`src/rtl/pipeline_pkg.sv`:
```
// -----------------------------------------------------------------------------
// pipeline_pkg
// Shared pipeline definitions used by the execute-stage forwarding logic:
//   - forwarding select encodings (SEL_REG, SEL_EXE, SEL_WB)
//   - ALU command width (EXE_CMD_W)
//   - default register-index width (REG_W_DEFAULT)
// No ports (package).
// -----------------------------------------------------------------------------
package pipeline_pkg;

    localparam int EXE_CMD_W     = 4;
    localparam int REG_W_DEFAULT = 4;

    typedef logic [1:0] fwd_sel_t;

    // Code 2'b11 is unused by the forwarding unit and also selects the register value.
    localparam fwd_sel_t SEL_REG = 2'b00;
    localparam fwd_sel_t SEL_EXE = 2'b01;
    localparam fwd_sel_t SEL_WB  = 2'b10;

endpackage

```
`src/rtl/exe_fwd_stage_if.sv`:
```
// -----------------------------------------------------------------------------
// exe_fwd_stage_if
// Bundle of the decode-side inputs and execute-side outputs of exe_fwd_stage.
//   master : drives freeze/flush, id_* decode fields, forwarding selects/values;
//            observes ex_* fields, operands, hazard_stall and stall_cnt.
//   slave  : the execute stage itself (mirror directions).
// -----------------------------------------------------------------------------
interface exe_fwd_stage_if #(
    parameter int DATA_W = 32,
    parameter int REG_W  = pipeline_pkg::REG_W_DEFAULT,
    parameter int CNT_W  = 16
);
    // Pipeline control
    logic                                freeze;
    logic                                flush;

    // Decode stage
    logic                                id_valid;
    logic                                id_wb_en;
    logic                                id_mem_r_en;
    logic                                id_mem_w_en;
    logic                                id_two_src;
    logic [pipeline_pkg::EXE_CMD_W-1:0]  id_exe_cmd;
    logic [REG_W-1:0]                    id_src1;
    logic [REG_W-1:0]                    id_src2;
    logic [REG_W-1:0]                    id_dest;
    logic [DATA_W-1:0]                   id_val_rn;
    logic [DATA_W-1:0]                   id_val_rm;
    logic [DATA_W-1:0]                   id_pc;

    // Forwarding unit
    pipeline_pkg::fwd_sel_t              sel_src1;
    pipeline_pkg::fwd_sel_t              sel_src2;
    logic [DATA_W-1:0]                   fwd_exe_val;
    logic [DATA_W-1:0]                   fwd_wb_val;

    // Execute stage
    logic                                ex_valid;
    logic                                ex_wb_en;
    logic                                ex_mem_r_en;
    logic                                ex_mem_w_en;
    logic [pipeline_pkg::EXE_CMD_W-1:0]  ex_exe_cmd;
    logic [REG_W-1:0]                    ex_src1;
    logic [REG_W-1:0]                    ex_src2;
    logic [REG_W-1:0]                    ex_dest;
    logic [DATA_W-1:0]                   ex_pc;
    logic [DATA_W-1:0]                   ex_op_a;
    logic [DATA_W-1:0]                   ex_op_b;
    logic [DATA_W-1:0]                   ex_store_val;
    logic                                hazard_stall;
    logic [CNT_W-1:0]                    stall_cnt;

    modport master (
        output freeze, flush,
        output id_valid, id_wb_en, id_mem_r_en, id_mem_w_en, id_two_src,
        output id_exe_cmd, id_src1, id_src2, id_dest, id_val_rn, id_val_rm, id_pc,
        output sel_src1, sel_src2, fwd_exe_val, fwd_wb_val,
        input  ex_valid, ex_wb_en, ex_mem_r_en, ex_mem_w_en,
        input  ex_exe_cmd, ex_src1, ex_src2, ex_dest, ex_pc,
        input  ex_op_a, ex_op_b, ex_store_val, hazard_stall, stall_cnt
    );

    modport slave (
        input  freeze, flush,
        input  id_valid, id_wb_en, id_mem_r_en, id_mem_w_en, id_two_src,
        input  id_exe_cmd, id_src1, id_src2, id_dest, id_val_rn, id_val_rm, id_pc,
        input  sel_src1, sel_src2, fwd_exe_val, fwd_wb_val,
        output ex_valid, ex_wb_en, ex_mem_r_en, ex_mem_w_en,
        output ex_exe_cmd, ex_src1, ex_src2, ex_dest, ex_pc,
        output ex_op_a, ex_op_b, ex_store_val, hazard_stall, stall_cnt
    );

endinterface

```
`src/rtl/operand_mux.sv`:
```
// -----------------------------------------------------------------------------
// operand_mux
// Three-input forwarding multiplexer for one ALU operand.
//   sel     in  2       forwarding select (00/11 register, 01 EXE/MEM, 10 WB)
//   reg_val in  DATA_W  value read from the register file in decode
//   exe_val in  DATA_W  result forwarded from EXE/MEM
//   wb_val  in  DATA_W  result forwarded from write-back
//   y       out DATA_W  selected operand
// -----------------------------------------------------------------------------
module operand_mux #(
    parameter int DATA_W = 32
) (
    input  pipeline_pkg::fwd_sel_t sel,
    input  logic [DATA_W-1:0]      reg_val,
    input  logic [DATA_W-1:0]      exe_val,
    input  logic [DATA_W-1:0]      wb_val,
    output logic [DATA_W-1:0]      y
);
    import pipeline_pkg::*;

    always_comb begin
        y = reg_val;
        case (sel)
            SEL_EXE: y = exe_val;
            SEL_WB:  y = wb_val;
            default: y = reg_val;
        endcase
    end

endmodule

```
`src/rtl/exe_fwd_stage.sv`:
```
// -----------------------------------------------------------------------------
// exe_fwd_stage
// ID/EX pipeline register with load-use hazard detection, bubble counting and
// operand forwarding muxes.
//   clk  in  1   rising-edge clock
//   rst  in  1   synchronous active-high reset
//   bus  slave   decode inputs, forwarding inputs, execute-stage outputs
// Register update priority: rst > flush > freeze > load-use bubble > load.
// A freeze (memory wait) holds the whole stage, so a pending load-use hazard
// inserts no bubble while frozen; flush always wins and is never counted.
// -----------------------------------------------------------------------------
module exe_fwd_stage #(
    parameter int DATA_W = 32,
    parameter int REG_W  = pipeline_pkg::REG_W_DEFAULT,
    parameter int CNT_W  = 16
) (
    input logic            clk,
    input logic            rst,
    exe_fwd_stage_if.slave bus
);
    import pipeline_pkg::*;

    typedef struct packed {
        logic                 valid;
        logic                 wb_en;
        logic                 mem_r_en;
        logic                 mem_w_en;
        logic [EXE_CMD_W-1:0] exe_cmd;
        logic [REG_W-1:0]     src1;
        logic [REG_W-1:0]     src2;
        logic [REG_W-1:0]     dest;
        logic [DATA_W-1:0]    val_rn;
        logic [DATA_W-1:0]    val_rm;
        logic [DATA_W-1:0]    pc;
    } idex_t;

    idex_t             idex_q, idex_d;
    logic [CNT_W-1:0]  stall_cnt_q, stall_cnt_d;
    logic              src_match;
    logic              hazard;
    logic              bubble;
    logic [DATA_W-1:0] op_a, op_b;

    // Load-use: the instruction in EX is a load whose destination is read by
    // the instruction in ID. src2 only matters when ID actually reads it.
    always_comb begin
        src_match = (bus.id_src1 == idex_q.dest) ||
                    (bus.id_two_src && (bus.id_src2 == idex_q.dest));
        hazard    = !rst && bus.id_valid && idex_q.valid && idex_q.mem_r_en && src_match;
    end

    always_comb begin
        // NOTE: every output of this block gets a default first, so no path can leave it unassigned and infer a latch.
        idex_d = idex_q;
        bubble = 1'b0;
        if (bus.flush) begin
            idex_d = '0;
        end else if (bus.freeze) begin
            idex_d = idex_q;
        end else if (hazard) begin
            // Upstream holds on hazard_stall; the same ID instruction retries next cycle.
            idex_d = '0;
            bubble = 1'b1;
        end else begin
            idex_d.valid    = bus.id_valid;
            idex_d.wb_en    = bus.id_wb_en;
            idex_d.mem_r_en = bus.id_mem_r_en;
            idex_d.mem_w_en = bus.id_mem_w_en;
            idex_d.exe_cmd  = bus.id_exe_cmd;
            idex_d.src1     = bus.id_src1;
            idex_d.src2     = bus.id_src2;
            idex_d.dest     = bus.id_dest;
            idex_d.val_rn   = bus.id_val_rn;
            idex_d.val_rm   = bus.id_val_rm;
            idex_d.pc       = bus.id_pc;
        end
    end

    // Saturating bubble counter: sticks at all-ones instead of wrapping.
    always_comb begin
        stall_cnt_d = stall_cnt_q;
        if (bubble && (stall_cnt_q != '1)) begin
            stall_cnt_d = stall_cnt_q + 1'b1;
        end
    end

    // NOTE: state registers use non-blocking assignments so every flop samples pre-edge values.
    always_ff @(posedge clk) begin
        if (rst) begin
            idex_q      <= '0;
            stall_cnt_q <= '0;
        end else begin
            idex_q      <= idex_d;
            stall_cnt_q <= stall_cnt_d;
        end
    end

    operand_mux #(.DATA_W(DATA_W)) u_mux_a (
        .sel     (bus.sel_src1),
        .reg_val (idex_q.val_rn),
        .exe_val (bus.fwd_exe_val),
        .wb_val  (bus.fwd_wb_val),
        .y       (op_a)
    );

    operand_mux #(.DATA_W(DATA_W)) u_mux_b (
        .sel     (bus.sel_src2),
        .reg_val (idex_q.val_rm),
        .exe_val (bus.fwd_exe_val),
        .wb_val  (bus.fwd_wb_val),
        .y       (op_b)
    );

    assign bus.ex_valid     = idex_q.valid;
    assign bus.ex_wb_en     = idex_q.wb_en;
    assign bus.ex_mem_r_en  = idex_q.mem_r_en;
    assign bus.ex_mem_w_en  = idex_q.mem_w_en;
    assign bus.ex_exe_cmd   = idex_q.exe_cmd;
    assign bus.ex_src1      = idex_q.src1;
    assign bus.ex_src2      = idex_q.src2;
    assign bus.ex_dest      = idex_q.dest;
    assign bus.ex_pc        = idex_q.pc;
    assign bus.ex_op_a      = op_a;
    assign bus.ex_op_b      = op_b;
    assign bus.ex_store_val = op_b;
    assign bus.hazard_stall = hazard;
    assign bus.stall_cnt    = stall_cnt_q;

endmodule
```
`src/flat_wrapper.sv`:
```
// flat-port wrapper written by rule: the top's interface ports become plain ports
module exe_fwd_stage_flat import pipeline_pkg::*;
#(
    parameter int DATA_W = 32,
    parameter int REG_W  = pipeline_pkg::REG_W_DEFAULT,
    parameter int CNT_W  = 16
)
  (clk, rst, bus_freeze, bus_flush, bus_id_valid, bus_id_wb_en, bus_id_mem_r_en, bus_id_mem_w_en, bus_id_two_src, bus_id_exe_cmd, bus_id_src1, bus_id_src2, bus_id_dest, bus_id_val_rn, bus_id_val_rm, bus_id_pc, bus_sel_src1, bus_sel_src2, bus_fwd_exe_val, bus_fwd_wb_val, bus_ex_valid, bus_ex_wb_en, bus_ex_mem_r_en, bus_ex_mem_w_en, bus_ex_exe_cmd, bus_ex_src1, bus_ex_src2, bus_ex_dest, bus_ex_pc, bus_ex_op_a, bus_ex_op_b, bus_ex_store_val, bus_hazard_stall, bus_stall_cnt);
  exe_fwd_stage_if #(.DATA_W(DATA_W), .REG_W(REG_W), .CNT_W(CNT_W)) bus_i ();
  input logic clk;
  input logic rst;
  input wire logic [$bits(bus_i.freeze)-1:0] bus_freeze;
  input wire logic [$bits(bus_i.flush)-1:0] bus_flush;
  input wire logic [$bits(bus_i.id_valid)-1:0] bus_id_valid;
  input wire logic [$bits(bus_i.id_wb_en)-1:0] bus_id_wb_en;
  input wire logic [$bits(bus_i.id_mem_r_en)-1:0] bus_id_mem_r_en;
  input wire logic [$bits(bus_i.id_mem_w_en)-1:0] bus_id_mem_w_en;
  input wire logic [$bits(bus_i.id_two_src)-1:0] bus_id_two_src;
  input wire logic [$bits(bus_i.id_exe_cmd)-1:0] bus_id_exe_cmd;
  input wire logic [$bits(bus_i.id_src1)-1:0] bus_id_src1;
  input wire logic [$bits(bus_i.id_src2)-1:0] bus_id_src2;
  input wire logic [$bits(bus_i.id_dest)-1:0] bus_id_dest;
  input wire logic [$bits(bus_i.id_val_rn)-1:0] bus_id_val_rn;
  input wire logic [$bits(bus_i.id_val_rm)-1:0] bus_id_val_rm;
  input wire logic [$bits(bus_i.id_pc)-1:0] bus_id_pc;
  input wire logic [$bits(bus_i.sel_src1)-1:0] bus_sel_src1;
  input wire logic [$bits(bus_i.sel_src2)-1:0] bus_sel_src2;
  input wire logic [$bits(bus_i.fwd_exe_val)-1:0] bus_fwd_exe_val;
  input wire logic [$bits(bus_i.fwd_wb_val)-1:0] bus_fwd_wb_val;
  output wire logic [$bits(bus_i.ex_valid)-1:0] bus_ex_valid;
  output wire logic [$bits(bus_i.ex_wb_en)-1:0] bus_ex_wb_en;
  output wire logic [$bits(bus_i.ex_mem_r_en)-1:0] bus_ex_mem_r_en;
  output wire logic [$bits(bus_i.ex_mem_w_en)-1:0] bus_ex_mem_w_en;
  output wire logic [$bits(bus_i.ex_exe_cmd)-1:0] bus_ex_exe_cmd;
  output wire logic [$bits(bus_i.ex_src1)-1:0] bus_ex_src1;
  output wire logic [$bits(bus_i.ex_src2)-1:0] bus_ex_src2;
  output wire logic [$bits(bus_i.ex_dest)-1:0] bus_ex_dest;
  output wire logic [$bits(bus_i.ex_pc)-1:0] bus_ex_pc;
  output wire logic [$bits(bus_i.ex_op_a)-1:0] bus_ex_op_a;
  output wire logic [$bits(bus_i.ex_op_b)-1:0] bus_ex_op_b;
  output wire logic [$bits(bus_i.ex_store_val)-1:0] bus_ex_store_val;
  output wire logic [$bits(bus_i.hazard_stall)-1:0] bus_hazard_stall;
  output wire logic [$bits(bus_i.stall_cnt)-1:0] bus_stall_cnt;
  assign bus_i.freeze = bus_freeze;
  assign bus_i.flush = bus_flush;
  assign bus_i.id_valid = bus_id_valid;
  assign bus_i.id_wb_en = bus_id_wb_en;
  assign bus_i.id_mem_r_en = bus_id_mem_r_en;
  assign bus_i.id_mem_w_en = bus_id_mem_w_en;
  assign bus_i.id_two_src = bus_id_two_src;
  assign bus_i.id_exe_cmd = bus_id_exe_cmd;
  assign bus_i.id_src1 = bus_id_src1;
  assign bus_i.id_src2 = bus_id_src2;
  assign bus_i.id_dest = bus_id_dest;
  assign bus_i.id_val_rn = bus_id_val_rn;
  assign bus_i.id_val_rm = bus_id_val_rm;
  assign bus_i.id_pc = bus_id_pc;
  assign bus_i.sel_src1 = bus_sel_src1;
  assign bus_i.sel_src2 = bus_sel_src2;
  assign bus_i.fwd_exe_val = bus_fwd_exe_val;
  assign bus_i.fwd_wb_val = bus_fwd_wb_val;
  assign bus_ex_valid = bus_i.ex_valid;
  assign bus_ex_wb_en = bus_i.ex_wb_en;
  assign bus_ex_mem_r_en = bus_i.ex_mem_r_en;
  assign bus_ex_mem_w_en = bus_i.ex_mem_w_en;
  assign bus_ex_exe_cmd = bus_i.ex_exe_cmd;
  assign bus_ex_src1 = bus_i.ex_src1;
  assign bus_ex_src2 = bus_i.ex_src2;
  assign bus_ex_dest = bus_i.ex_dest;
  assign bus_ex_pc = bus_i.ex_pc;
  assign bus_ex_op_a = bus_i.ex_op_a;
  assign bus_ex_op_b = bus_i.ex_op_b;
  assign bus_ex_store_val = bus_i.ex_store_val;
  assign bus_hazard_stall = bus_i.hazard_stall;
  assign bus_stall_cnt = bus_i.stall_cnt;
  exe_fwd_stage #(.DATA_W(DATA_W), .REG_W(REG_W), .CNT_W(CNT_W)) u_core (.clk(clk), .rst(rst), .bus(bus_i));
endmodule
```
`config.mk`:
```
export PLATFORM = sky130hd
export DESIGN_NAME = exe_fwd_stage_flat
export DESIGN_NICKNAME = d
export VERILOG_FILES = /design/src/rtl/pipeline_pkg.sv /design/src/rtl/exe_fwd_stage_if.sv /design/src/rtl/operand_mux.sv /design/src/rtl/exe_fwd_stage.sv /design/src/flat_wrapper.sv
export SDC_FILE = /design/constraint.sdc
export NUM_CORES = 1
export LEC_CHECK = 0
export ABC_AREA = 0
export BUFFER_PORTS_ARGS = -buffer_cell sky130_fd_sc_hd__buf_4
export CAP_MARGIN = 20
export CORE_AREA = 2 2 139 141
export CTS_CLUSTER_SIZE = 30
export DETAILED_ROUTE_END_ITERATION = 6
export DIE_AREA = 0 0 141 143
export GPL_TIMING_DRIVEN = 0
export HOLD_SLACK_MARGIN = 0.1
export PLACE_DENSITY = 0.71
export SYNTH_ARGS = -nofsm -noshare
export SYNTH_HDL_FRONTEND = slang
export SYNTH_SLANG_ARGS = --single-unit
```
`constraint.sdc`:
```
create_clock -name clk -period 1.9 [get_ports clk]
set_input_delay 0.19 -clock clk [delete_from_list [all_inputs] [get_ports clk]]
set_output_delay 0.19 -clock clk [all_outputs]
set_load 0.02 [all_outputs]
```
==> results.cfg <==
[status]
outcome = finished with violations
violations = negative setup slack

[global_routing]
grt_util_all_layers = 0.299
grt_overflow = 0
grt_pass1_vias = 8557
grt_max_degree = 17
antenna_found_initial = 3
grt_first_pass_wirelength_um = 46700

[timing]
period_share = 1.04
skew_ns = 0.0128
worst_slack_ns = -0.0690
slew_headroom = 0.596
whs_ns = 0.122
finalCriticalPeriod_ns = 1.97
max_freq_mhz = 508
hold_violations = 0
tightest_slew_ns = 0.606
tns_ns = -0.217
finalMaxSlewViolations = 0
rsz0062_at_grt = yes
setup_viol = 5

[yosys]
ys_seq_area_frac = 0.364
async_flop_share = 0
netlist_area_um2 = 7260
syn_inst = 950
postSynthAreaPerCell_um2 = 7.64
synth_seq_cells = 132
ys.flop_type = dfxtp_1
syn-num-nets = 1144
yosysWarnings = 0
synth_edf_count = 0
synth_cell_types = 34

[critical_path]
crit_slowest_cell = mux2_2
reg2reg_slack_ns = -0.07
path_max_fanout = 10
r2r-end = u_core.bus.stall_cnt[4]
critPathRequiredTime_ns = 2.20
cp.depth = 6
crit_path_end_kind = flip-flop
rr_worst_depth = 6
path_buf_inv = 1
worstPathArrival_ns = 2.27
reg2reg_from = u_core.bus.ex_valid
setup.worst_path.start_class = flip-flop
crit_path_max_incr_delay_ns = 0.36
cpLargestDelayFamily = simple AND/OR/NAND/NOR gates
critPathKind = reg2reg
crit_chain = and4b_2 > nand4_1 > a2bb2oi_4 > buf_2 > nor4_4 > mux2_2

[placement]
portBuffers = 353
hpwl_um = 23200
place_inst = 1537
place_congestion = 0.936
postPlaceCellArea_um2 = 10200

[power]
power_w = 0.00853
powerDensity_nw_per_um2 = 694
ir_worst_vdd_mv = 0.602
leakage_nw = 5.25

[floorplanning]
num_rows = 50
initial_utilization = 0.391
io_pins = 354
dieArea_um2 = 20200
die_width_um = 141
fp.dieH_um = 143
core-area_um2 = 18600

[cts]
clock-sinks = 132
htree_levels = 4
cts-root-buf = clkbuf_16
cts_made_buffers = 17
cts_tree = built
clk_latency_ns = 0.41
clk_path_buf_depth = 2
clkTransAtPathRegs_ns = 0.06

[final_layout]
layout_commonest_cell = buf_4
fin_cells = 1695
area_delta_synth_final_pct = 69.3
design_area_um2 = 12300
most-common-layout-cells = buf_4 (443), nand2_1 (184), dfxtp_1 (124)
fin_nets = 1639
drive_gt1_frac = 0.375

[route]
via_count = 8990
antenna_left = 0
drc = 0
drtPass1Iterations = 7
vias_per_cell = 5.30
drt_iter0_markers = 802
wirelength_um = 31700
wl_per_cell_um = 18.7

[hold_path]
hold_end = u_core.idex_q[53]
holdCritPathClass = in2reg
hp-start = bus_id_val_rm[21]
holdPathStages = 3

[flow_run]
maxCapViolations = 0
==> final cells by class <==
| cell class | instances | area, um^2 |
|---|---|---|
| Antenna cell | 3 | 7.51 |
| Buffer | 161 | 988 |
| Clock buffer | 24 | 492 |
| Clock inverter | 8 | 170 |
| Fill cell | 1579 | 6290 |
| Inverter | 7 | 26.3 |
| Multi-Input combinational cell | 648 | 3780 |
| Sequential cell | 132 | 2660 |
| Tap cell | 234 | 293 |
| Timing Repair Buffer | 478 | 3880 |
==> worst max-delay path by stage <==
stage / start / endpoint / slack [ns]
after floorplan: bus_sel_src2[0] / bus_ex_store_val[12] / 0.05
after global routing: u_core.bus.ex_mem_r_en / bus_hazard_stall / -0.12
after detailed placement: bus_sel_src1[0] / bus_ex_op_a[31] / -0.46
final: u_core.bus.ex_valid / u_core.bus.stall_cnt[4] / -0.07
after global placement: bus_sel_src1[0] / bus_ex_op_a[31] / -0.47
after CTS: u_core.bus.ex_mem_r_en / bus_hazard_stall / -0.10
==> metal layers <==
| layer | track usage | part of all wire |
|---|---|---|
| met4 | 0.125 | 0.034 |
| met1 | 0.370 | 0.40 |
| met2 | 0.506 | 0.48 |
| met3 | 0.0664 | 0.077 |
| met5 | 0 | 0 |
==> metrics by stage <==
step	util	setup WS, ns
6_report	0.662	-0.0690
5_1_grt	0.662	-0.115
4_1_cts	0.655	-0.100
3_5_place_dp	0.550	-0.458
3_3_place_gp	0.550	-0.475
2_1_floorplan	-	0.0523
==> Yosys cell counts, drive strengths merged (2+ instances only) <==
library cell  number  area [um^2]
a21oi            123          616
a22oi             64          480
and4               2         17.5
buf               96          679
clkbuf            67          251
dfxtp            132         2640
ha                 5         62.6
inv                7         26.3
mux2               7         78.8
nand2            184          691
nand3             11         55.1
nand3b           116          871
nand4              7         43.8
nor2              12         45.0
nor2b              8         50.1
nor3               4         20.0
nor4               5         31.3
o21ai             68          340
o31ai              5         37.5
or2                2         12.5
or3                3         18.8
or4                6         48.8
xnor2              8         70.1
==> cells by family after synthesis <==
logic type / Yosys count / share of synthesized area
mux: 7 / 0.0109
fa+ha+maj: 5 / 0.00862
compound gates: 263 / 0.207
simple gates: 365 / 0.268
flops: 132 / 0.364
xor+xnor: 8 / 0.00965
buf+inv: 170 / 0.132
==> flip-flops by register name, indices dropped and copies added, names as in the netlist <==
| signal | count |
|---|---|
| u_core.bus.ex_valid | 1 |
| u_core.bus.ex_dest | 4 |
| u_core.bus.ex_exe_cmd | 4 |
| u_core.bus.ex_src1 | 4 |
| u_core.idex_q | 64 |
| u_core.bus.ex_mem_r_en | 1 |
| u_core.bus.ex_pc | 32 |
| u_core.bus.stall_cnt | 16 |
| u_core.bus.ex_mem_w_en | 1 |
| u_core.bus.ex_wb_en | 1 |
| u_core.bus.ex_src2 | 4 |
==> report_power, final <==
| group | switching [W] | internal, W |
|---|---|---|
| logic | 0.000990 | 0.000963 |
| registers | 0.0000452 | 0.00284 |
| clock network | 0.00121 | 0.00247 |
==> timing repair <==
item	in CTS	in global routing
hold buffers	115	0
hold endpoints to repair	115	0
pin swaps	2	2
gates resized for setup	51	32
buffers inserted	5	5
endpoints found under the setup margin	220	153
==> tightest hold or removal path, cell delays in order <==
cell and delay [ns]:
buf_4 0.12, nand3b_1 0.09, a21oi_1 0.07
(Power assumes the default switching activity.)
